## src/rtl/out_pingpong_if.sv

```systemverilog
`default_nettype none
// ============================================================================
//  Module      : out_pingpong_if
//  Description : Bundle of the upstream push, two-bank matrix memory and
//                downstream drain signals of the ping-pong output stage.
//                master = the output stage, slave = its surroundings.
//  Revision    : 1.0  initial release
// ============================================================================
interface out_pingpong_if #(
  parameter int DW = 64,
  parameter int CW = 3
) ();
  // upstream
  logic          pushin;
  logic          firstin;
  logic [DW-1:0] din;
  logic          stopin;
  // matrix memory write port
  logic          mwr;
  logic          mwbank;
  logic [CW-1:0] mwx;
  logic [CW-1:0] mwy;
  logic [DW-1:0] mwd;
  // matrix memory read port
  logic          mrbank;
  logic [CW-1:0] mrx;
  logic [CW-1:0] mry;
  logic [DW-1:0] mrd;
  // downstream
  logic [DW-1:0] dout;
  logic          pushout;
  logic          firstout;
  logic          lastout;
  logic          stopout;

  modport master (
    input  pushin, firstin, din, mrd, stopout,
    output stopin, mwr, mwbank, mwx, mwy, mwd,
    output mrbank, mrx, mry, dout, pushout, firstout, lastout
  );

  modport slave (
    output pushin, firstin, din, mrd, stopout,
    input  stopin, mwr, mwbank, mwx, mwy, mwd,
    input  mrbank, mrx, mry, dout, pushout, firstout, lastout
  );
endinterface
`default_nettype wire

```

## src/rtl/out_pingpong.sv

```systemverilog
`default_nettype none
// ============================================================================
//  Module      : out_pingpong
//  Description : DIM x DIM matrix output stage with ping-pong banking in an
//                external two-bank memory. One bank fills while the other
//                drains; stopin only rises when both banks hold matrices.
//                Optional macro OUT_PINGPONG_TRANSPOSE_EN adds a transpose
//                input giving column-major readout.
//  Revision    : 1.0  initial release
// ============================================================================
module out_pingpong #(
  parameter int DW  = 64,
  parameter int DIM = 5,
  parameter int CW  = 3
) (
  input wire clk,
  input wire rst,
`ifdef OUT_PINGPONG_TRANSPOSE_EN
  input wire transpose,
`endif
  out_pingpong_if.master bus
);

  localparam logic [CW-1:0] c_last = CW'(DIM - 1);

  localparam logic [1:0] W_IDLE  = 2'd0;
  localparam logic [1:0] W_FILL  = 2'd1;
  localparam logic [1:0] W_WAIT  = 2'd2;

  localparam logic [0:0] R_IDLE  = 1'b0;
  localparam logic [0:0] R_DRAIN = 1'b1;

  // ---------------- write side state ----------------
  logic [1:0]    r_wstate, w_wstate_nxt;
  logic          r_wbank;
  logic          r_stopin;
  logic          r_mwr, r_mwbank;
  logic [CW-1:0] r_mwx, r_mwy;
  logic [DW-1:0] r_mwd;
  logic [1:0]    r_full;

  logic          w_wacc, w_wlast, w_other_free, w_wtoggle, w_stopin_nxt;
  logic [CW-1:0] w_wx, w_wy;
  logic [1:0]    w_set_full, w_clr_full;

  // ---------------- read side state ----------------
  logic [0:0]    r_rstate, w_rstate_nxt;
  logic          r_rbank;
  logic [CW-1:0] r_mrx, r_mry;
  logic          r_pushout, r_firstout, r_lastout;

  logic          w_rstart, w_racc, w_rfree, w_tr;
  logic [CW-1:0] w_ax, w_ay;
  logic [CW-1:0] w_rx_nxt, w_ry_nxt;
  logic          w_push_nxt, w_first_nxt, w_last_nxt, w_rbank_nxt;

  // The read side releases its bank on acceptance of the final element.
  assign w_racc  = r_pushout & ~bus.stopout;
  assign w_rfree = (r_rstate == R_DRAIN) & w_racc & r_lastout;

  // Write acceptance and raster coordinate of the element being written.
  always_comb begin
    w_wacc = 1'b0;
    case (r_wstate)
      W_IDLE:  w_wacc = bus.pushin & bus.firstin;
      W_FILL:  w_wacc = bus.pushin;
      default: w_wacc = 1'b0;
    endcase
    w_wx = r_mwx;
    w_wy = r_mwy;
    if (bus.firstin) begin
      w_wx = '0;
      w_wy = '0;
    end else if (r_mwx == c_last) begin
      w_wx = '0;
      w_wy = r_mwy + 1'b1;
    end else begin
      w_wx = r_mwx + 1'b1;
    end
    w_wlast      = w_wacc & (w_wx == c_last) & (w_wy == c_last);
    // The other bank counts as free if it is empty or is being released now.
    w_other_free = ~r_full[~r_wbank] | (w_rfree & (r_rbank == ~r_wbank));
  end

  // Write FSM state register.
  always_ff @(posedge clk or negedge rst) begin
    if (!rst) r_wstate <= W_IDLE;
    else      r_wstate <= w_wstate_nxt;
  end

  // Write FSM next-state logic.
  always_comb begin
    w_wstate_nxt = r_wstate;
    case (r_wstate)
      W_IDLE:  if (w_wacc)  w_wstate_nxt = W_FILL;
      W_FILL:  if (w_wlast) w_wstate_nxt = w_other_free ? W_IDLE : W_WAIT;
      W_WAIT:  if (w_rfree) w_wstate_nxt = W_IDLE;
      default: w_wstate_nxt = W_IDLE;
    endcase
  end

  // Write FSM outputs: bank toggle, stall request and full-flag updates.
  always_comb begin
    w_wtoggle    = 1'b0;
    w_stopin_nxt = (w_wstate_nxt == W_WAIT);
    w_set_full   = 2'b00;
    w_clr_full   = 2'b00;
    case (r_wstate)
      W_FILL:  w_wtoggle = w_wlast & w_other_free;
      W_WAIT:  w_wtoggle = w_rfree;
      default: w_wtoggle = 1'b0;
    endcase
    if (w_wlast) w_set_full[r_wbank] = 1'b1;
    if (w_rfree) w_clr_full[r_rbank] = 1'b1;
  end

  // Registered memory write port, write bank pointer and stopin.
  always_ff @(posedge clk or negedge rst) begin
    if (!rst) begin
      r_mwr    <= 1'b0;
      r_mwbank <= 1'b0;
      r_mwx    <= '0;
      r_mwy    <= '0;
      r_mwd    <= '0;
      r_wbank  <= 1'b0;
      r_stopin <= 1'b0;
    end else begin
      r_mwr <= w_wacc;
      r_mwd <= bus.din;
      if (w_wacc) begin
        // mwbank captures the bank before any toggle on the final write.
        r_mwbank <= r_wbank;
        r_mwx    <= w_wx;
        r_mwy    <= w_wy;
      end
      if (w_wtoggle) r_wbank <= ~r_wbank;
      r_stopin <= w_stopin_nxt;
    end
  end

  // Bank occupancy; set and clear never target the same bank.
  always_ff @(posedge clk or negedge rst) begin
    if (!rst) r_full <= 2'b00;
    else      r_full <= (r_full | w_set_full) & ~w_clr_full;
  end

  // ---------------- read side ----------------
  assign w_rstart = (r_rstate == R_IDLE) & r_full[r_rbank];

`ifdef OUT_PINGPONG_TRANSPOSE_EN
  logic r_tr;
  // Readout order is latched at matrix start and held until the last element.
  always_ff @(posedge clk or negedge rst) begin
    if (!rst)          r_tr <= 1'b0;
    else if (w_rstart) r_tr <= transpose;
  end
  assign w_tr = r_tr;
`else
  assign w_tr = 1'b0;
`endif

  // Read FSM state register.
  always_ff @(posedge clk or negedge rst) begin
    if (!rst) r_rstate <= R_IDLE;
    else      r_rstate <= w_rstate_nxt;
  end

  // Read FSM next-state logic.
  always_comb begin
    w_rstate_nxt = r_rstate;
    case (r_rstate)
      R_IDLE:  if (r_full[r_rbank])      w_rstate_nxt = R_DRAIN;
      R_DRAIN: if (w_racc && r_lastout)  w_rstate_nxt = R_IDLE;
      default: w_rstate_nxt = R_IDLE;
    endcase
  end

  // Read FSM outputs: next read coordinate and downstream flags.
  always_comb begin
    w_ax = r_mrx;
    w_ay = r_mry;
    if (w_tr) begin
      if (r_mry == c_last) begin
        w_ay = '0;
        w_ax = r_mrx + 1'b1;
      end else begin
        w_ay = r_mry + 1'b1;
      end
    end else begin
      if (r_mrx == c_last) begin
        w_ax = '0;
        w_ay = r_mry + 1'b1;
      end else begin
        w_ax = r_mrx + 1'b1;
      end
    end
    w_rx_nxt    = r_mrx;
    w_ry_nxt    = r_mry;
    w_push_nxt  = r_pushout;
    w_first_nxt = r_firstout;
    w_last_nxt  = r_lastout;
    w_rbank_nxt = r_rbank;
    if (w_rstart) begin
      w_rx_nxt    = '0;
      w_ry_nxt    = '0;
      w_push_nxt  = 1'b1;
      w_first_nxt = 1'b1;
      w_last_nxt  = 1'b0;
    end else if (w_racc) begin
      w_first_nxt = 1'b0;
      if (r_lastout) begin
        w_push_nxt  = 1'b0;
        w_last_nxt  = 1'b0;
        w_rbank_nxt = ~r_rbank;
      end else begin
        w_rx_nxt   = w_ax;
        w_ry_nxt   = w_ay;
        w_last_nxt = (w_ax == c_last) & (w_ay == c_last);
      end
    end
  end

  // Registered read address and downstream flags; all hold while stalled.
  always_ff @(posedge clk or negedge rst) begin
    if (!rst) begin
      r_mrx      <= '0;
      r_mry      <= '0;
      r_pushout  <= 1'b0;
      r_firstout <= 1'b0;
      r_lastout  <= 1'b0;
      r_rbank    <= 1'b0;
    end else begin
      r_mrx      <= w_rx_nxt;
      r_mry      <= w_ry_nxt;
      r_pushout  <= w_push_nxt;
      r_firstout <= w_first_nxt;
      r_lastout  <= w_last_nxt;
      r_rbank    <= w_rbank_nxt;
    end
  end

  assign bus.stopin   = r_stopin;
  assign bus.mwr      = r_mwr;
  assign bus.mwbank   = r_mwbank;
  assign bus.mwx      = r_mwx;
  assign bus.mwy      = r_mwy;
  assign bus.mwd      = r_mwd;
  assign bus.mrbank   = r_rbank;
  assign bus.mrx      = r_mrx;
  assign bus.mry      = r_mry;
  assign bus.dout     = bus.mrd;
  assign bus.pushout  = r_pushout;
  assign bus.firstout = r_firstout;
  assign bus.lastout  = r_lastout;

endmodule
`default_nettype wire

```

## src/flat_wrapper.sv

```systemverilog
// flat-port wrapper written by rule: the top's interface ports become plain ports
module out_pingpong_flat 
#(
  parameter int DW  = 64,
  parameter int DIM = 5,
  parameter int CW  = 3
)
  (clk, rst, bus_pushin, bus_firstin, bus_din, bus_mrd, bus_stopout, bus_stopin, bus_mwr, bus_mwbank, bus_mwx, bus_mwy, bus_mwd, bus_mrbank, bus_mrx, bus_mry, bus_dout, bus_pushout, bus_firstout, bus_lastout);
  out_pingpong_if #(.DW(DW), .CW(CW)) bus_i ();
  input wire clk;
  input wire rst;
  input wire logic [$bits(bus_i.pushin)-1:0] bus_pushin;
  input wire logic [$bits(bus_i.firstin)-1:0] bus_firstin;
  input wire logic [$bits(bus_i.din)-1:0] bus_din;
  input wire logic [$bits(bus_i.mrd)-1:0] bus_mrd;
  input wire logic [$bits(bus_i.stopout)-1:0] bus_stopout;
  output wire logic [$bits(bus_i.stopin)-1:0] bus_stopin;
  output wire logic [$bits(bus_i.mwr)-1:0] bus_mwr;
  output wire logic [$bits(bus_i.mwbank)-1:0] bus_mwbank;
  output wire logic [$bits(bus_i.mwx)-1:0] bus_mwx;
  output wire logic [$bits(bus_i.mwy)-1:0] bus_mwy;
  output wire logic [$bits(bus_i.mwd)-1:0] bus_mwd;
  output wire logic [$bits(bus_i.mrbank)-1:0] bus_mrbank;
  output wire logic [$bits(bus_i.mrx)-1:0] bus_mrx;
  output wire logic [$bits(bus_i.mry)-1:0] bus_mry;
  output wire logic [$bits(bus_i.dout)-1:0] bus_dout;
  output wire logic [$bits(bus_i.pushout)-1:0] bus_pushout;
  output wire logic [$bits(bus_i.firstout)-1:0] bus_firstout;
  output wire logic [$bits(bus_i.lastout)-1:0] bus_lastout;
  assign bus_i.pushin = bus_pushin;
  assign bus_i.firstin = bus_firstin;
  assign bus_i.din = bus_din;
  assign bus_i.mrd = bus_mrd;
  assign bus_i.stopout = bus_stopout;
  assign bus_stopin = bus_i.stopin;
  assign bus_mwr = bus_i.mwr;
  assign bus_mwbank = bus_i.mwbank;
  assign bus_mwx = bus_i.mwx;
  assign bus_mwy = bus_i.mwy;
  assign bus_mwd = bus_i.mwd;
  assign bus_mrbank = bus_i.mrbank;
  assign bus_mrx = bus_i.mrx;
  assign bus_mry = bus_i.mry;
  assign bus_dout = bus_i.dout;
  assign bus_pushout = bus_i.pushout;
  assign bus_firstout = bus_i.firstout;
  assign bus_lastout = bus_i.lastout;
  out_pingpong #(.DW(DW), .DIM(DIM), .CW(CW)) u_core (.clk(clk), .rst(rst), .bus(bus_i));
endmodule
```

## config.mk

```make
export PLATFORM = sky130hd
export DESIGN_NAME = out_pingpong_flat
export DESIGN_NICKNAME = d
export VERILOG_FILES = /design/src/rtl/out_pingpong_if.sv /design/src/rtl/out_pingpong.sv /design/src/flat_wrapper.sv
export SDC_FILE = /design/constraint.sdc
export NUM_CORES = 1
export LEC_CHECK = 0
export CAP_MARGIN = 20
export CORE_ASPECT_RATIO = 0.75
export CORE_MARGIN = 5
export CORE_UTILIZATION = 33
export CTS_CLUSTER_SIZE = 30
export DETAILED_ROUTE_END_ITERATION = 7
export HOLD_SLACK_MARGIN = 0.15
export PLACE_DENSITY_LB_ADDON = 0.1
export SYNTH_ARGS = -nofsm -noshare
export SYNTH_HDL_FRONTEND = slang
export SYNTH_SLANG_ARGS = --single-unit
```

## constraint.sdc

```tcl
create_clock -name clk -period 2.4 [get_ports clk]
set_clock_uncertainty 0.05 [all_clocks]
set_input_delay 0.24 -clock clk [delete_from_list [all_inputs] [get_ports clk]]
set_output_delay 0.24 -clock clk [all_outputs]
set_load 0.05 [all_outputs]
```

# Word level (Yosys, flattened, before mapping)
# Index checks and enable logic that the tools add are counted.
# op_classes
n_addsub	4
magnitude_cmp	5
eq_ne	11
mux	40
bitwise	20
n_reduce_logical	9
# ops
op	n
$mux W3	12
$eq A3 B3 Y1 const B	6
$mux W1	16
$add A3 B1 Y3 const B	4
$mux W2	6
$and A1 B1 Y1	10
$lt A1 B2 Y1 const B	3
$not A1 Y1	6
$pmux W1 S2	3
$pmux W2 S3	1
$eq A2 B2 Y1 const B	2
$reduce_and A2 Y1	2
$reduce_bool A2 Y1	2
$logic_and A1 B1 Y1	3
$reduce_and A3 Y1	1
$and A2 B2 Y2	1
$demux W1 S1	2
$eq A2 B1 Y1 const B	1
$ge A1 B1 Y1 const B	2
$logic_not A2 Y1	1
$ne A2 B2 Y1 const B	1
$not A2 Y2	1
$or A2 B2 Y2	1
$eq A1 B1 Y1	1
$or A1 B1 Y1	1
# word_totals
ff_bits	89
inputBits	133
output_inout_bits	147
word_cells	105

# Depth between registers and ports, before layout
# depth
depth_word	10
mapped_depth	7
mapped_depth_nobuf	7

# Worst setup path after synthesis
# OpenSTA, ideal clock, no wires.
# synth_timing
kind	register -> register
from	reg u_core.r_mwx[0] (netlist: u_core.bus.mwx[0])
to	reg u_core.r_wbank
setup_ns	0.080
t_arrival_ns	2.031
t_required_ns	2.270
path_slack_ns	0.239
path_stages_with_launch	8
n_path_buf	0
synth_period_minus_slack_ns	2.161
path_cell_list	dfrtp_1 inv_1 ha_1 a21bo_2 a21oi_2 and2b_4 a221o_2 o211ai_2
# synth_between
elab_chain_len	8
elab_cells_between_ends	12
classes_between	add/sub (1); eq/ne (3); mux (5); bitwise (3)
# synth_rtl
element	line_no	source
from (decl)	out_pingpong.sv:38	logic [CW-1:0] r_mwx, r_mwy;
from (signal assigned)	out_pingpong.sv:133	r_mwx <= w_wx;
$add A3 B1 Y3 / $eq A3 B3 Y1 (equally long branches)	out_pingpong.sv:78, out_pingpong.sv:74	
$mux W3	out_pingpong.sv:74	end else if (r_mwx == c_last) begin
$mux W3	out_pingpong.sv:71	if (bus.firstin) begin
$eq A3 B3 Y1	out_pingpong.sv:80	w_wlast = w_wacc & (w_wx == c_last) & (w_wy == c_last);
$and A1 B1 Y1	out_pingpong.sv:80	
$and A1 B1 Y1 *	out_pingpong.sv:80	
$and A1 B1 Y1 *	out_pingpong.sv:109	W_FILL: w_wtoggle = w_wlast & w_other_free;
$pmux W1 S2 *	out_pingpong.sv:108	case (r_wstate)
to (signal assigned)	out_pingpong.sv:136	if (w_wtoggle) r_wbank <= ~r_wbank;
to (decl)	out_pingpong.sv:35	logic r_wbank;
# Every way passes the cells marked *; elsewhere a longest branch is shown, timed or not.
# A chain may end at the register's enable or synchronous reset.

# Worst setup path in the final report
# layout_timing
from	reg u_core.r_mwx[0] (netlist: u_core.bus.mwx[0])
to	reg u_core.r_stopin (netlist: u_core.bus.stopin)
# layout_between
elab_chain_len	9
elab_cells_between_ends	13
classes_between	add/sub (1); eq/ne (4); mux (6); bitwise (2)
# layout_rtl
element	line_no	source
$add A3 B1 Y3 / $eq A3 B3 Y1 (equally long branches)	out_pingpong.sv:78, out_pingpong.sv:74	
$mux W3	out_pingpong.sv:74	
$mux W3	out_pingpong.sv:71	
$eq A3 B3 Y1	out_pingpong.sv:80	
$and A1 B1 Y1	out_pingpong.sv:80	
$and A1 B1 Y1 *	out_pingpong.sv:80	
$mux W2 *	out_pingpong.sv:96	W_FILL: if (w_wlast) w_wstate_nxt = w_other_free ? W_IDLE : W_WAIT;
$pmux W2 S3 *	out_pingpong.sv:94	case (r_wstate)
$eq A2 B2 Y1 *	out_pingpong.sv:105	w_stopin_nxt = (w_wstate_nxt == W_WAIT);
via u_core.w_stopin_nxt	out_pingpong.sv:42	logic w_wacc, w_wlast, w_other_free, w_wtoggle, w_stopin_nxt;
to (signal assigned)	out_pingpong.sv:137	r_stopin <= w_stopin_nxt;
to (decl)	out_pingpong.sv:36	logic r_stopin;
# Mark *: on every way through the listed nets, which the timed path passes. The rest lies on a longest branch.

==> impl_metrics.tcl <==
set metrics [dict create \
    ir_drop_uv 608.2 \
    fp.dieH_um 99.60 \
    dieArea_um2 12890 \
    leakagePower_nw 2.175 \
    grt-ovfl-total 0 \
    status "finished clean" \
    avgRoutedWirePerCell_um 16.74 \
    async_flop_share 1.000 \
    wl_mm 8.721 \
    timing.final.max_slew_violations 0 \
    stdcell_count 521 \
    dominantRegCellSynth "dfrtp_1" \
    layout-drive-gt1-share 0.07532 \
    synth_edf_count 0 \
    port_buffers 151 \
    synth_most_common_cell "dfrtp_1" \
    synth_seq_area_share 0.6305 \
    clockPowerShare 0.299 \
    grt_max_degree 45 \
    ys_ff_latch 89 \
    grt_setup_unrepaired "false" \
    drc 0 \
    rows 32 \
    slew_headroom 0.6203 \
    antenna_left 0 \
    postSynthCellCount 280 \
    worstSkewPairLatency_ps 330 \
    fin_nets 524 \
    cp_max_fo 7 \
    power_switching_mw 1.714 \
    cts_buffers 9 \
    syn_area_um2 3532 \
    synth_top_cell_by_area "dfrtp_1" \
    pwr-share-comb 0.328 \
    cts_root_buffer "clkbuf_16" \
    seqPwrFrac 0.374 \
    synthTopCellsByCount "dfrtp_1, buf_4, nor2_1" \
    cts_sinks 89 \
    grt_pass1_wl_mm 13.79 \
    finalHoldViolations 0 \
    cp-end-kind "flop" \
    ioPinCount 280 \
    required_ps 2570 \
    timing.final.crit_share 0.8506 \
    clk_pin_slew_ps 60 \
    clockBufferDepth 2 \
    dr.pass1.iters 4 \
    cellPowerDensity_nw_per_um2 965.4 \
    hold-worst-slack_ps 263.3 \
    vias 2330 \
    r2r-end "u_core.bus.stopin$_DFF_PN0_" \
    clock.fmax_ghz 0.4899 \
    dp_cells 505 \
    antenna_found_initial 0 \
    crit_path_start "u_core.bus.mwx[0]$_DFFE_PN0P_" \
    max-cap-violations 0 \
    yosys.area.top_type_share 0.6305 \
    cts_setup_buffers 0 \
    p_int_mw 3.190 \
    initial_core_util 0.3406 \
    rr_worst_depth 7 \
    first_iter_violations 136 \
    hpwl_mm 6.709 \
    design.core.area_um2 10370 \
    syn_nets 423 \
    dieWidth_um 129.5 \
    place_congestion 0.7526 \
    grt_pass1_vias 2463 \
    crit_type "flop to flop" \
    track_usage 0.1397 \
    finalPower_mw 4.904 \
    start_kind "flop" \
    period_needed_ps 2041 \
    tightest_slew_ps 567.7 \
    fin_tns_setup_ps 0 \
    yosysWarnings 0 \
    htreeDepth 3 \
    rr_startpoint "u_core.bus.mwx[0]$_DFFE_PN0P_" \
    p_sw_frac 0.3495 \
    synth_area_leaders "dfrtp_1, buf_4, ha_1" \
    n_antenna_cell 0 \
    worstPathArrival_ps 2210 \
    reg2reg_slack_ps 360 \
    hp-class "input port to asynchronous set/reset pin" \
    avgSynthCellArea_um2 12.61 \
    netlist-cell-type-count 42 \
    syn_to_final_growth_pct 43.82 \
    viasPerCell 4.472 \
    cts_tree "yes" \
    setup_viol 0 \
]
## per-stage QoR
stage | cell area, µm² | setup slack [ps] | utilization
floorplan | 3532 | 238.6 | -
global placement | 4761 | 415.6 | 0.4591
detailed placement | 4761 | 379.6 | 0.4591
CTS | 5080 | 387.5 | 0.4899
global route | 5080 | 173.7 | 0.4899
finish | 5080 | 358.6 | 0.4899
## power groups by stage
| stage | combinational [mW] | sequential (mW) | clock (mW) |
|---|---|---|---|
| final | 1.61 | 1.83 | 1.46 |
| after global routing | 1.75 | 1.86 | 1.58 |
| after CTS | 1.63 | 1.83 | 1.52 |
| after detailed placement | 1.62 | 1.86 | 0 |
| after global placement | 1.63 | 1.86 | 0 |
| after floorplan | 0.737 | 2.41 | 0 |
## flip-flops by register name (all words and copies together), names as in the netlist
name	count
u_core.r_wbank	1
u_core.bus.mwx	3
u_core.r_wstate	2
u_core.bus.lastout	1
u_core.r_full	2
u_core.bus.pushout	1
u_core.bus.mrx	3
u_core.r_rstate	1
u_core.bus.firstout	1
u_core.bus.mrbank	1
u_core.bus.mwd	64
u_core.bus.mwbank	1
u_core.bus.mwy	3
u_core.bus.stopin	1
u_core.bus.mry	3
u_core.bus.mwr	1
## what timing repair did
action / CTS / global route
hold buffers: 1 / 0
resized for setup: 0 / 0
endpoints found under the hold margin: 89 / 0
## kinds of logic (layout without fill, tap and decap cells)
group                    Yosys count  after routing  synth area share
flip-flops                        89             89            0.6305
buffers and inverters             76            181            0.1491
XOR/XNOR                           3              3          0.007440
AND/OR/NAND/NOR                   52             52           0.07723
multiplexers                       4              4           0.01134
AO/OA/AOI/OAI                     46             46           0.08891
adder cells (fa/ha/maj)           10             10           0.03542
## metal layers
metal | wire (µm) | up-vias | global-route usage
li1 | - | 1067 | -
met1 | 3312 | 1125 | 0.1578
met2 | 4388 | 108 | 0.2281
met3 | 881 | 30 | 0.07568
met4 | 138 | 0 | 0.04393
met5 | 0 | - | 0
## how the worst max path moves through the flow
stage | depth (start not counted) | slack [ps] | endpoint
global placement | 6 | 420 | u_core.bus.stopin$_DFF_PN0_
floorplan | 7 | 240 | u_core.r_wbank$_DFFE_PN0P_
CTS | 1 | 390 | bus_lastout
detailed placement | 6 | 380 | u_core.bus.stopin$_DFF_PN0_
global route | 7 | 170 | u_core.bus.stopin$_DFF_PN0_
finish | 7 | 360 | u_core.bus.stopin$_DFF_PN0_
## worst max-delay path, cell delays in order (launching register included)
cell and delay, ps:
dfrtp_1 410, inv_1 80, ha_1 270, nand2_1 150
nand3b_1 130, a211oi_4 390, a32oi_1 180, a211oi_1 280
## final cells by class
cell class	instances	area [µm²]
clock buffer	11	232.7
inverter	11	41.29
sequential	89	2227
timing repair buffer	155	1554
tap	136	170.2
fill	920	5290
multi-input combinational	115	778.2
clock inverter	4	76.32
## placed cells by master (no fill, tap or decap), drive strengths merged, types with 8 or more instances in the layout
| cell | instances |
|---|---|
| nor2 | 15 |
| clkdlybuf4s50 | 150 |
| nand3 | 8 |
| a21oi | 12 |
| inv | 12 |
| ha | 10 |
| nand2 | 11 |
| clkbuf | 11 |
| dfrtp | 89 |
| o21ai | 13 |
No activity file was read; power rests on OpenSTA's default activity.
